--- config.mk ---
export PLATFORM = sky130hd
export DESIGN_NAME = ram_port_arbiter
export DESIGN_NICKNAME = d
export VERILOG_FILES = /design/src/rtl/ram_port_arbiter.sv
export SDC_FILE = /design/constraint.sdc
export NUM_CORES = 1
export LEC_CHECK = 0
export BUFFER_PORTS_ARGS = -buffer_cell sky130_fd_sc_hd__buf_2
export CAP_MARGIN = 20
export CORE_MARGIN = 1.5
export CORE_UTILIZATION = 32
export DETAILED_ROUTE_END_ITERATION = 8
export PLACE_DENSITY = 0.87
export SYNTH_ARGS = -nofsm -noshare
export SYNTH_HDL_FRONTEND = slang
export SYNTH_SLANG_ARGS = --single-unit
--- constraint.sdc ---
create_clock -name i_clk -period 3.88 [get_ports i_clk]
set_input_delay 0.776 -clock i_clk [delete_from_list [all_inputs] [get_ports i_clk]]
set_output_delay 0.776 -clock i_clk [all_outputs]
set_load 0.01 [all_outputs]
--- src/rtl/ram_port_arbiter.sv ---
// Two-requester arbiter for a single-port 16-bit byte-writable RAM.
// Round-robin on conflict, with a starvation-bounded burst lock for port 1.
module ram_port_arbiter #(
    parameter int P_LOCK_MAX = 8
) (
    input  logic       i_clk,
    input  logic       i_rst,
    input  logic       i_req0,
    input  logic       i_req1,
    input  logic       i_wr0,
    input  logic       i_wr1,
    input  logic [1:0] i_be0,
    input  logic [1:0] i_be1,
    input  logic [9:1] i_addr0,
    input  logic [9:1] i_addr1,
    input  logic [15:0] i_wdata0,
    input  logic [15:0] i_wdata1,
    input  logic       i_lock1,
    output logic       o_gnt0,
    output logic       o_gnt1,
    output logic       o_rvalid0,
    output logic       o_rvalid1,
    output logic [15:0] o_rdata,
    output logic       o_mem_en,
    output logic       o_mem_we_h,
    output logic       o_mem_we_l,
    output logic [9:1] o_mem_addr,
    output logic [7:0] o_mem_din_h,
    output logic [7:0] o_mem_din_l,
    input  logic [7:0] i_mem_dout_h,
    input  logic [7:0] i_mem_dout_l
);

    localparam int CW = $clog2(P_LOCK_MAX + 1);
    localparam logic [CW-1:0] LMAX = CW'(P_LOCK_MAX);

    // last_q: 1 means requester 1 was granted most recently
    logic          last_q, last_d;
    logic          lock_q, lock_d;
    logic [CW-1:0] cnt_q, cnt_d;
    logic          rv0_q, rv0_d;
    logic          rv1_q, rv1_d;

    logic lock_act;
    logic cnt_hit;
    logic gnt0, gnt1;

    assign lock_act = lock_q & i_req1 & i_lock1;
    assign cnt_hit  = (cnt_q == LMAX);

    always_comb begin
        gnt0 = 1'b0;
        gnt1 = 1'b0;
        if (!i_rst) begin
            gnt0 = 1'b0;
            gnt1 = 1'b0;
        end else if (lock_act) begin
            // bounded lock: let the CPU in once after LMAX locked grants
            if (i_req0 && cnt_hit) gnt0 = 1'b1;
            else                   gnt1 = 1'b1;
        end else if (i_req0 && i_req1) begin
            if (last_q) gnt0 = 1'b1;
            else        gnt1 = 1'b1;
        end else begin
            gnt0 = i_req0;
            gnt1 = i_req1;
        end
    end

    always_comb begin
        o_mem_en    = 1'b0;
        o_mem_we_h  = 1'b0;
        o_mem_we_l  = 1'b0;
        o_mem_addr  = '0;
        o_mem_din_h = '0;
        o_mem_din_l = '0;
        unique case (1'b1)
            gnt0: begin
                o_mem_en    = 1'b1;
                o_mem_we_h  = i_wr0 & i_be0[1];
                o_mem_we_l  = i_wr0 & i_be0[0];
                o_mem_addr  = i_addr0;
                o_mem_din_h = i_wdata0[15:8];
                o_mem_din_l = i_wdata0[7:0];
            end
            gnt1: begin
                o_mem_en    = 1'b1;
                o_mem_we_h  = i_wr1 & i_be1[1];
                o_mem_we_l  = i_wr1 & i_be1[0];
                o_mem_addr  = i_addr1;
                o_mem_din_h = i_wdata1[15:8];
                o_mem_din_l = i_wdata1[7:0];
            end
            default: begin
                o_mem_en = 1'b0;
            end
        endcase
    end

    always_comb begin
        last_d = last_q;
        if (gnt0) last_d = 1'b0;
        if (gnt1) last_d = 1'b1;

        lock_d = lock_q;
        if (gnt1 && i_lock1) lock_d = 1'b1;
        else if (!lock_act)  lock_d = 1'b0;

        cnt_d = cnt_q;
        if (!lock_d || gnt0)      cnt_d = '0;
        else if (gnt1 && i_req0)  cnt_d = cnt_q + 1'b1;

        rv0_d = gnt0 & ~i_wr0;
        rv1_d = gnt1 & ~i_wr1;
    end

    always_ff @(posedge i_clk or negedge i_rst) begin
        if (!i_rst) begin
            last_q <= 1'b1;
            lock_q <= 1'b0;
            cnt_q  <= '0;
            rv0_q  <= 1'b0;
            rv1_q  <= 1'b0;
        end else begin
            last_q <= last_d;
            lock_q <= lock_d;
            cnt_q  <= cnt_d;
            rv0_q  <= rv0_d;
            rv1_q  <= rv1_d;
        end
    end

    assign o_gnt0    = gnt0;
    assign o_gnt1    = gnt1;
    assign o_rvalid0 = rv0_q;
    assign o_rvalid1 = rv1_q;
    assign o_rdata   = {i_mem_dout_h, i_mem_dout_l};

endmodule

==> results of run 1 <==
[metrics by stage]
stage	hold slack, ns	instance area [um^2]	power, W
global placement	0.498	1230	0.000221
detailed placement	0.505	1230	0.000222
floorplan	0.470	873	0.000177
CTS	0.371	1250	0.000294
global route	0.390	1250	0.000311
finish	0.376	1250	0.000291
[registers in the layout (all words and copies together) (netlist names)]
| register | count |
|---|---|
| o_rvalid1 | 1 |
| o_rvalid0 | 1 |
| lock_q | 1 |
| cnt_q | 4 |
| last_q | 1 |
[Yosys cell counts, drive strengths merged]
| master | number |
|---|---|
| a22o | 25 |
| buf | 22 |
| dfrtp | 7 |
| nor2 | 5 |
| a211oi | 3 |
| and2 | 3 |
| inv | 3 |
| nand2 | 3 |
| xnor2 | 3 |
| a21boi | 2 |
| a32o | 2 |
| ha | 2 |
| nand3 | 2 |
| nor3 | 2 |
| o21ai | 2 |
| a221oi | 1 |
| and3 | 1 |
| and3b | 1 |
| dfstp | 1 |
| mux2i | 1 |
| nand2b | 1 |
| nand4 | 1 |
| nor2b | 1 |
| o211a | 1 |
| or2 | 1 |
[final cells by class]
type / instances / area [um^2]
inverter: 3 / 11.3
timing repair buffer: 94 / 475
clock buffer: 4 / 26.3
tap: 30 / 37.5
fill: 246 / 1270
sequential: 8 / 201
multi-input combinational: 63 / 500
[worst max-delay path by stage]
stage	startpoint	to	cells past startpoint
floorplan	i_req0	o_mem_we_h	5
global placement	i_lock1	o_mem_din_h[7]	7
detailed placement	i_lock1	o_mem_addr[5]	7
CTS	i_lock1	o_mem_addr[5]	7
global route	i_lock1	o_mem_addr[5]	7
finish	i_lock1	o_mem_addr[5]	7
[layer usage]
layer	wire length [um]	vias to the layer above	part of all wire
met5	0	-	0
met4	0	0	0
met3	280	0	0.10
met2	1430	66	0.52
met1	1020	449	0.38
li1	-	498	-
[cell families (layout without fill, tap and decap cells)]
kind of cell	count (synthesis)	after routing	synth area share
XOR/XNOR	3	3	0.0301
buffers and inverters	25	101	0.199
flip-flops	8	8	0.231
AND/OR/NAND/NOR	21	21	0.129
multiplexers	1	1	0.0115
adder cells (fa/ha/maj)	2	2	0.0286
AO/OA/AOI/OAI	36	36	0.371
[critical path, cell delays in order]
cell                       delay (ns)
sky130_fd_sc_hd__buf_2           0.12
sky130_fd_sc_hd__a21boi_1        0.39
sky130_fd_sc_hd__a211oi_4        0.10
sky130_fd_sc_hd__nor2_2          0.38
sky130_fd_sc_hd__buf_4           0.30
sky130_fd_sc_hd__a22o_1          0.16
sky130_fd_sc_hd__buf_2           0.13
[power breakdown]
part	internal, W	switching [W]	total, W
Combinational	0.0000652	0.0000632	0.000128
Sequential	0.0000886	0.00000244	0.0000910
Clock	0.0000396	0.0000322	0.0000718
Total	0.000193	0.0000978	0.000291
==> metrics.cfg, run 1 <==
[power]
worst_ir_drop_vdd_mv = 0.205
static_leak_nw = 0.722
power.density_cell_area_nw_per_um2 = 232

[cts]
cts.reportedPaths.clkPinSlew_ns = 0.06
cts_tree = done
cts_hold_buf = 0
clk_latency_ns = 0.26
clock_path_buffers = 2
cts-buffers-inserted = 3
cts_sinks = 8
cts_root_buf = sky130_fd_sc_hd__clkbuf_4
post_cts.repair.setup_buffers = 0
cts_repair_resize_count = 0
cts_max_level = 1

[final_layout]
final_util = 0.497
syn2layout_area_growth_pct = 43.4
leading_cell_type_in_the_layout_fill_and_taps_excluded = sky130_fd_sc_hd__buf_2
post_route_cells_drive_above_1_share = 0.599
mostFrequentLayoutCells = sky130_fd_sc_hd__buf_2, sky130_fd_sc_hd__a22o_1, sky130_fd_sc_hd__dfrtp_1
antenna_cells_inserted = 0
net_count_of_the_finished_layout = 252
layout.cells.non_filler = 202

[timing]
setup_violations = 0
setup-tns-final_ns = 0
rsz0062_at_grt = false
max-slew-margin-rel = 0.668
final-hold-violation-count = 0
max_freq_mhz = 319
setup_slack_ns = 0.745
drv_slew = 0
final.setup_skew_ns = 0.00558
tightest_slew_ns = 0.493
timing.final.crit_period_ns = 3.13
fin_crit_sh = 0.808

[global_route]
overflow = 0
grt_max_degree = 31
grt_use_met3 = 0.0609
grt_use_met1 = 0.194
grt.total_usage = 0.169
grt_pass1_wl_mm = 4.24
initial_antenna_violation_count = 0
grt_use_met2 = 0.313
grt_most_used_layer = met2
first_global_vias = 883

[placed_design]
detailed_placement_wirelength_estimate_mm = 2.28
gpl.final_weighted_congestion = 0.794
buffer_ports.inserted = 92
placed_cells = 198
pre_cts_ws_ns = 0.733

[die]
coreArea_um2 = 2520
num_io_pins = 125
start_util = 0.346
die_area_um2 = 3050
floorplan_die_width_um = 55.2
rows = 18
die_h_um = 55.2

[setup_path]
cp-end-kind = primary output
r2r_setup_slack_ns = 2.17
cp-start-kind = input port
depth_of_the_worst_register_to_register_path = 6
cp.arrival_ns = 2.36
worstPathMaxFanout = 18
timing.rr.start = cnt_q[0]
timing.setup.critical_path_class = in -> out
critical_path.reg2reg.endpoint = cnt_q[1]
cp_data_required_time_ns = 3.10

[yosys]
netlist_top_cells_area = sky130_fd_sc_hd__a22o_1, sky130_fd_sc_hd__dfrtp_1, sky130_fd_sc_hd__buf_4
synth-seq-cells = 8
synth.distinct_cells = 29
ys_warn_count = 0
number_of_nets_produced_by_synthesis = 175
syn-instance-count = 96
post_synth.cell_area_avg_um2 = 9.10
netlist.area_leader.share = 0.251
synth_top_cell_by_area = sky130_fd_sc_hd__a22o_1
post_synth_instance_area_um2 = 873
synth_sequential_area_ratio = 0.231

[routing]
drcViolationCount = 0
drt-vias-per-instance = 5.01
wire_length_per_cell_after_detailed_routing_um = 13.5
dr.first_iter.drc_count = 29
drt-pass1-iter-count = 4
antenna_left = 0
via_count = 1013
drt-total-wl_mm = 2.73

[outcome]
result_of_the_run = finished clean

[hold_path]
min-delay-path-class = in -> async

[job]
drv_cap = 0

(Power assumes the default switching activity.)
==> run 2: changes to the inputs <==
- CORE_UTILIZATION: 32 -> 30
- PLACE_DENSITY: 0.87 -> 0.82
- clock period: 3.88 -> 3.12 ns (I/O delays scaled with it)
==> run 2 against run 1 <==
  * Wire length rose by 3.1%
  * Critical path depth rose by 1
  * Worst setup slack got worse by 0.31 ns
  * Clock power rose by 19%
  * Clock-buffer cell count did not move
  * Clock skew rose by 0.0024 ns
  * Register-to-register slack got worse by 0.78 ns
  * Global-route usage fell by 0.10 points
  * First-iteration DRC count fell by 28%
  * Hold slack got worse by 0.15 ns
  * Via count rose by 1.5%
  * Critical path type is now reg -> out
  * Largest cell class unchanged
==> metrics.cfg, run 2 (same netlist as run 1, synthesis figures left out) <==
[setup_path]
cp_data_required_time_ns = 2.50  ; was 3.10 ns
depth_of_the_worst_register_to_register_path = 6  ; unchanged
cp-start-kind = flip-flop  ; was input port
critical_path_depth = 8  ; was 7
cp-end-kind = primary output  ; unchanged
critical-path-max-stage-delay_ns = 0.40  ; was 0.39 ns
cp.arrival_ns = 2.06  ; was 2.36 ns
worstPathMaxFanout = 9  ; was 18
timing.setup.critical_path_class = reg -> out  ; was in -> out
cp_top_family = simple AND/OR/NAND/NOR gates  ; was compound AO/OA/AOI/OAI gates
cp_num_buf_inv = 3  ; unchanged
path_cells = inv_1 > ha_1 > and3b_4 > a211oi_4 > nor2_2 > buf_4 > or2_2 > buf_2  ; was buf_2 > a21boi_1 > a211oi_4 > nor2_2 > buf_4 > a22o_1 > buf_2
critical-path-slowest-cell = sky130_fd_sc_hd__dfrtp_1  ; was sky130_fd_sc_hd__a21boi_1

[timing]
tightest_slew_ns = 0.452  ; was 0.493 ns
setup_violations = 0  ; unchanged
rsz0062_at_grt = false  ; unchanged
timing.final.crit_period_ns = 2.68
max_freq_mhz = 373
max-slew-margin-rel = 0.695  ; was 0.668
setup-tns-final_ns = 0  ; unchanged
fin_crit_sh = 0.860
final.setup_skew_ns = 0.00797  ; was 0.00558 ns
final-hold-violation-count = 0  ; unchanged
drv_slew = 0  ; unchanged

[cts]
cts_root_buf = sky130_fd_sc_hd__clkbuf_4  ; unchanged
cts_repair_resize_count = 0  ; unchanged
cts-buffers-inserted = 3  ; unchanged
cts_max_level = 1  ; unchanged
clock_path_buffers = 2  ; unchanged
cts_hold_buf = 0  ; unchanged
cts_tree = done  ; unchanged
post_cts.repair.setup_buffers = 0  ; unchanged
cts_sinks = 8  ; unchanged
clk_latency_ns = 0.26  ; about the same
cts.reportedPaths.clkPinSlew_ns = 0.06  ; about the same

[routing]
route.met2.wl_mm = 1.55  ; was 1.43 mm
drt-total-wl_mm = 2.82  ; was 2.73 mm
drt-pass1-iter-count = 4  ; unchanged
route.layer.met1.wl_mm = 1.01  ; was 1.02 mm
antenna_left = 0  ; unchanged
wire_length_per_cell_after_detailed_routing_um = 13.7  ; was 13.5 um
top_layer_used = met4  ; was met3
drcViolationCount = 0  ; unchanged
drt-vias-per-instance = 5.01  ; about the same
dr.first_iter.drc_count = 21  ; was 29
via_count = 1028  ; was 1,013
met3WireLength_um = 240  ; was 280 um

[placed_design]
gpl.final_weighted_congestion = 0.803  ; was 0.794
buffer_ports.inserted = 92  ; unchanged
detailed_placement_wirelength_estimate_mm = 2.45  ; was 2.28 mm
placed_cells = 201  ; was 198
placed_area_um2 = 1250  ; was 1230 um^2

[final_layout]
antenna_cells_inserted = 0  ; unchanged
mostFrequentLayoutCells = sky130_fd_sc_hd__buf_2, sky130_fd_sc_hd__a22o_1, sky130_fd_sc_hd__dfrtp_1  ; unchanged
n_fill_cell = 305  ; was 246
multi_input_area_um2 = 512  ; was 500 um^2
layout.cells.non_filler = 205  ; was 202
regArea_um2 = 201  ; unchanged
final_cell_area_um2 = 1280  ; was 1250 um^2
leading_cell_type_in_the_layout_fill_and_taps_excluded = sky130_fd_sc_hd__buf_2  ; unchanged
post_route_cells_drive_above_1_share = 0.603  ; was 0.599
net_count_of_the_finished_layout = 254  ; was 252
syn2layout_area_growth_pct = 46.6  ; was 43.4%
max_flop_register = cnt_q  ; unchanged
largest_register_ffs = 4  ; unchanged

[job]
drv_cap = 0  ; unchanged

[die]
start_util = 0.317  ; was 0.346
floorplan_die_width_um = 57.0  ; was 55.2 um
rows = 19  ; was 18
die_h_um = 57.0  ; was 55.2 um
die_area_um2 = 3240  ; was 3050 um^2
num_io_pins = 125  ; unchanged
coreArea_um2 = 2760  ; was 2520 um^2

[power]
power.density_cell_area_nw_per_um2 = 284  ; was 232 nW/um^2
power.share.combinational = 0.452  ; was 0.441
worst_ir_drop_vdd_mv = 0.194  ; was 0.205 mV
share_seq_of_total_power = 0.313  ; about the same
static_leak_nw = 0.732  ; was 0.722 nW
power.internal_w = 0.000243  ; was 0.000193 W
report.power.total_w = 0.000363  ; was 0.000291 W
swShare = 0.329  ; was 0.336
part_of_the_power_in_the_clock_network = 0.235  ; was 0.247
power_switching_w = 0.000120  ; was 0.0000978 W

[global_route]
initial_antenna_violation_count = 0  ; unchanged
grt_pass1_wl_mm = 4.34  ; was 4.24 mm
overflow = 0  ; unchanged
grt.total_usage = 0.168  ; was 0.169
grt_max_degree = 21  ; was 31
first_global_vias = 966  ; was 883

[outcome]
result_of_the_run = finished clean  ; unchanged

[hold_path]
min-delay-path-class = in -> async  ; unchanged

## run 2: cell count changes in the layout (fill, tap and decap cells not counted)
| cell | change |
|---|---|
| sky130_fd_sc_hd__a221oi_4 | +1 |
| sky130_fd_sc_hd__a221oi_2 | -1 |
| sky130_fd_sc_hd__buf_4 | +2 |
## run 2: cell type report
type                    count  share of cell area
inverters                   3             0.00880
well taps                  31              0.0303
multi-input cells          63               0.400
repair buffers             96               0.383
flip-flops and latches      8               0.157
clock buffers               4              0.0205
## run 2: metrics by stage
step	hold WS, ns	setup WS, ns	util
floorplan	0.328	0.881	-
global placement	0.499	0.629	0.455
detailed placement	0.495	0.626	0.455
CTS	0.224	0.424	0.464
global route	0.235	0.308	0.464
finish	0.228	0.436	0.464
## run 2: per-layer routing
metal | global-route usage | vias up
met4 | 0.0465 | 0
met1 | 0.173 | 471
met2 | 0.330 | 54
li1 | - | 499
met5 | 0 | -
met3 | 0.0454 | 4
## run 2: power groups by stage
stage | Combinational (W) | Clock [W] | Sequential [W]
CTS | 0.000166 | 0.0000886 | 0.000114
global route | 0.000180 | 0.0000960 | 0.000115
floorplan | 0.000105 | 0 | 0.000115
global placement | 0.000164 | 0 | 0.000115
detailed placement | 0.000165 | 0 | 0.000116
finish | 0.000164 | 0.0000852 | 0.000114
## run 2: worst paths after layout
kind,startpoint,to,slack [ns]
min reg2reg,last_q,last_q,0.50
min in group i_clk,last_q,last_q,0.50
max reg2reg,cnt_q[0],cnt_q[1],1.39
max,cnt_q[0],o_mem_en,0.44
max in group asynchronous,i_rst,last_q,2.62
min,i_rst,o_rvalid1,0.23
==> run 3: changes to the inputs <==
--- a/config.mk
+++ b/config.mk
@@ -11,5 +11,7 @@
 export CORE_UTILIZATION = 30
 export DETAILED_ROUTE_END_ITERATION = 8
+export HOLD_SLACK_MARGIN = 0.12
 export PLACE_DENSITY = 0.82
+export SKIP_CTS_REPAIR_TIMING = 1
 export SYNTH_ARGS = -nofsm -noshare
 export SYNTH_HDL_FRONTEND = slang
==> constraint.sdc (replaced) <==
create_clock -name i_clk -period 3.12 [get_ports i_clk]
set_input_delay 0.624 -clock i_clk [delete_from_list [all_inputs] [get_ports i_clk]]
set_output_delay 0.624 -clock i_clk [all_outputs]
set_load 0.005 [all_outputs]
==> run 3 against run 2 <==
  * Die area unchanged
  * Via count decreased by 3.1%
  * Highest routed layer is now met3
  * Critical path type unchanged
  * Worst setup slack worse by 0.021 ns
  * Final area fell by 0.59%
  * Global-route usage up 0.26 points
==> metrics.cfg, run 3 (same netlist as run 1, synthesis figures left out) <==
[routing]
wire_length_per_cell_after_detailed_routing_um = 13.6  ; was 13.7 um
dr.first_iter.drc_count = 20  ; was 21
drcViolationCount = 0  ; unchanged
via_count = 996  ; was 1,028
drt-pass1-iter-count = 4  ; unchanged
drt-vias-per-instance = 4.88  ; was 5.01
drt-total-wl_mm = 2.77  ; was 2.82 mm
antenna_left = 0  ; unchanged

[timing]
setup_violations = 0  ; unchanged
fin_crit_sh = 0.867  ; was 0.860
setup-tns-final_ns = 0  ; unchanged
max_freq_mhz = 370  ; was 373 MHz
max-slew-margin-rel = 0.687  ; was 0.695
final.setup_skew_ns = 0.00769  ; was 0.00797 ns
drv_slew = 0  ; unchanged
setup_slack_ns = 0.415  ; was 0.436 ns
timing.final.crit_period_ns = 2.70  ; was 2.68 ns
tightest_slew_ns = 0.467  ; was 0.452 ns
worst_hold_slack_ns = 0.227  ; was 0.228 ns
final-hold-violation-count = 0  ; unchanged
rsz0062_at_grt = false  ; unchanged

[final_layout]
leading_cell_type_in_the_layout_fill_and_taps_excluded = sky130_fd_sc_hd__buf_2  ; unchanged
final_cell_area_um2 = 1270  ; was 1280 um^2
syn2layout_area_growth_pct = 45.7  ; was 46.6%
regArea_um2 = 201  ; unchanged
net_count_of_the_finished_layout = 253  ; was 254
n_fill_cell = 284  ; was 305
mostFrequentLayoutCells = sky130_fd_sc_hd__buf_2, sky130_fd_sc_hd__a22o_1, sky130_fd_sc_hd__dfrtp_1  ; unchanged
multi_input_area_um2 = 512  ; unchanged
antenna_cells_inserted = 0  ; unchanged
post_route_cells_drive_above_1_share = 0.601  ; was 0.603
max_flop_register = cnt_q  ; unchanged
largest_register_ffs = 4  ; unchanged
layout.cells.non_filler = 204  ; was 205

[setup_path]
critical-path-max-stage-delay_ns = 0.40  ; about the same
critical-path-slowest-cell = sky130_fd_sc_hd__dfrtp_1  ; unchanged
cp_data_required_time_ns = 2.50  ; about the same
depth_of_the_worst_register_to_register_path = 6  ; unchanged
timing.setup.critical_path_class = reg -> out  ; unchanged
cp.arrival_ns = 2.08  ; was 2.06 ns
r2r_setup_slack_ns = 1.37  ; was 1.39 ns
critical_path.reg2reg.endpoint = cnt_q[1]  ; unchanged
cp-start-kind = flip-flop  ; unchanged
timing.rr.start = cnt_q[0]  ; unchanged
cp-end-kind = primary output  ; unchanged
cp_top_family = compound AO/OA/AOI/OAI gates  ; was simple AND/OR/NAND/NOR gates
worstPathMaxFanout = 26  ; was 9
cp_num_buf_inv = 3  ; unchanged
path_cells = inv_1 > ha_1 > and3b_4 > a211oi_4 > nor2_2 > buf_4 > a22o_1 > buf_2  ; was inv_1 > ha_1 > and3b_4 > a211oi_4 > nor2_2 > buf_4 > or2_2 > buf_2

[global_route]
grt_max_degree = 27  ; was 21
initial_antenna_violation_count = 0  ; unchanged
overflow = 0  ; unchanged
grt.total_usage = 0.171  ; was 0.168
grt_pass1_wl_mm = 4.42  ; was 4.34 mm
first_global_vias = 1011  ; was 966

[power]
power.density_cell_area_nw_per_um2 = 275  ; was 284 nW/um^2
worst_ir_drop_vdd_mv = 0.186  ; was 0.194 mV
static_leak_nw = 0.727  ; was 0.732 nW

[job]
drv_cap = 0  ; unchanged

[cts]
cts_tree = done  ; unchanged
cts_sinks = 8  ; unchanged
cts.reportedPaths.clkPinSlew_ns = 0.06  ; about the same
cts-buffers-inserted = 3  ; unchanged
clk_latency_ns = 0.25  ; was 0.26 ns
cts_max_level = 1  ; unchanged
clock_path_buffers = 2  ; unchanged
cts_root_buf = sky130_fd_sc_hd__clkbuf_4  ; unchanged

[outcome]
result_of_the_run = finished clean  ; unchanged

[die]
coreArea_um2 = 2760  ; unchanged
start_util = 0.317  ; unchanged
die_area_um2 = 3240  ; unchanged
die_h_um = 57.0  ; unchanged
num_io_pins = 125  ; unchanged
floorplan_die_width_um = 57.0  ; unchanged
rows = 19  ; unchanged

[hold_path]
min-delay-path-class = in -> async  ; unchanged

[placed_design]
placed_area_um2 = 1250  ; about the same
detailed_placement_wirelength_estimate_mm = 2.41  ; was 2.45 mm
gpl.final_weighted_congestion = 0.783  ; was 0.803
pre_cts_ws_ns = 0.536  ; was 0.626 ns
placed_cells = 200  ; was 201
buffer_ports.inserted = 92  ; unchanged

[run 3: area by class of cell]
type	instances	share of cell area
Tap cell	31	0.0305
Multi-Input combinational cell	63	0.402
Clock buffer	4	0.0206
Inverter	3	0.00885
Sequential cell	8	0.158
Timing Repair Buffer	95	0.380
[run 3: per-stage QoR]
stage,total power [W],util
6_report,0.000350,0.461
4_1_cts,0.000358,0.461
3_3_place_gp,0.000266,0.452
2_1_floorplan,0.000203,-
3_5_place_dp,0.000268,0.452
5_1_grt,0.000379,0.461
[run 3: routing by layer]
| layer | vias to the layer above | share of wire | routed length, um | global-route usage |
|---|---|---|---|---|
| met3 | 0 | 0.092 | 255 | 0.0499 |
| met2 | 56 | 0.54 | 1490 | 0.330 |
| met4 | 0 | 0 | 0 | 0.0532 |
| li1 | 499 | - | - | - |
| met1 | 441 | 0.37 | 1030 | 0.175 |
| met5 | - | 0 | 0 | 0 |
[run 3: worst register-to-register path, delay by kind of cell, from the launching register on]
family	cells	cell delay [ns]
and+or+nand+nor	2	0.27
adders and majority gates	1	0.19
AOI/OAI and AO/OA	1	0.45
muxes	1	0.24
buffers and inverters	1	0.07
DFF	1	0.40
[run 3: worst max-delay path by stage]
| stage | start | depth (start not counted) | slack, ns | end |
|---|---|---|---|---|
| after detailed placement | i_lock1 | 7 | 0.54 | o_mem_din_h[5] |
| after floorplan | cnt_q[0] | 8 | 0.91 | o_mem_addr[1] |
| after global placement | i_lock1 | 7 | 0.58 | o_mem_din_h[3] |
| after global routing | cnt_q[0] | 8 | 0.30 | o_mem_din_l[3] |
| after CTS | cnt_q[0] | 8 | 0.40 | o_mem_din_h[5] |
| final | cnt_q[0] | 8 | 0.42 | o_mem_addr[3] |
[run 3: where the power goes]
part / switching, W / internal, W
logic: 0.0000682 / 0.0000823
clock network: 0.0000369 / 0.0000490
registers: 0.00000355 / 0.000110
total: 0.000109 / 0.000242
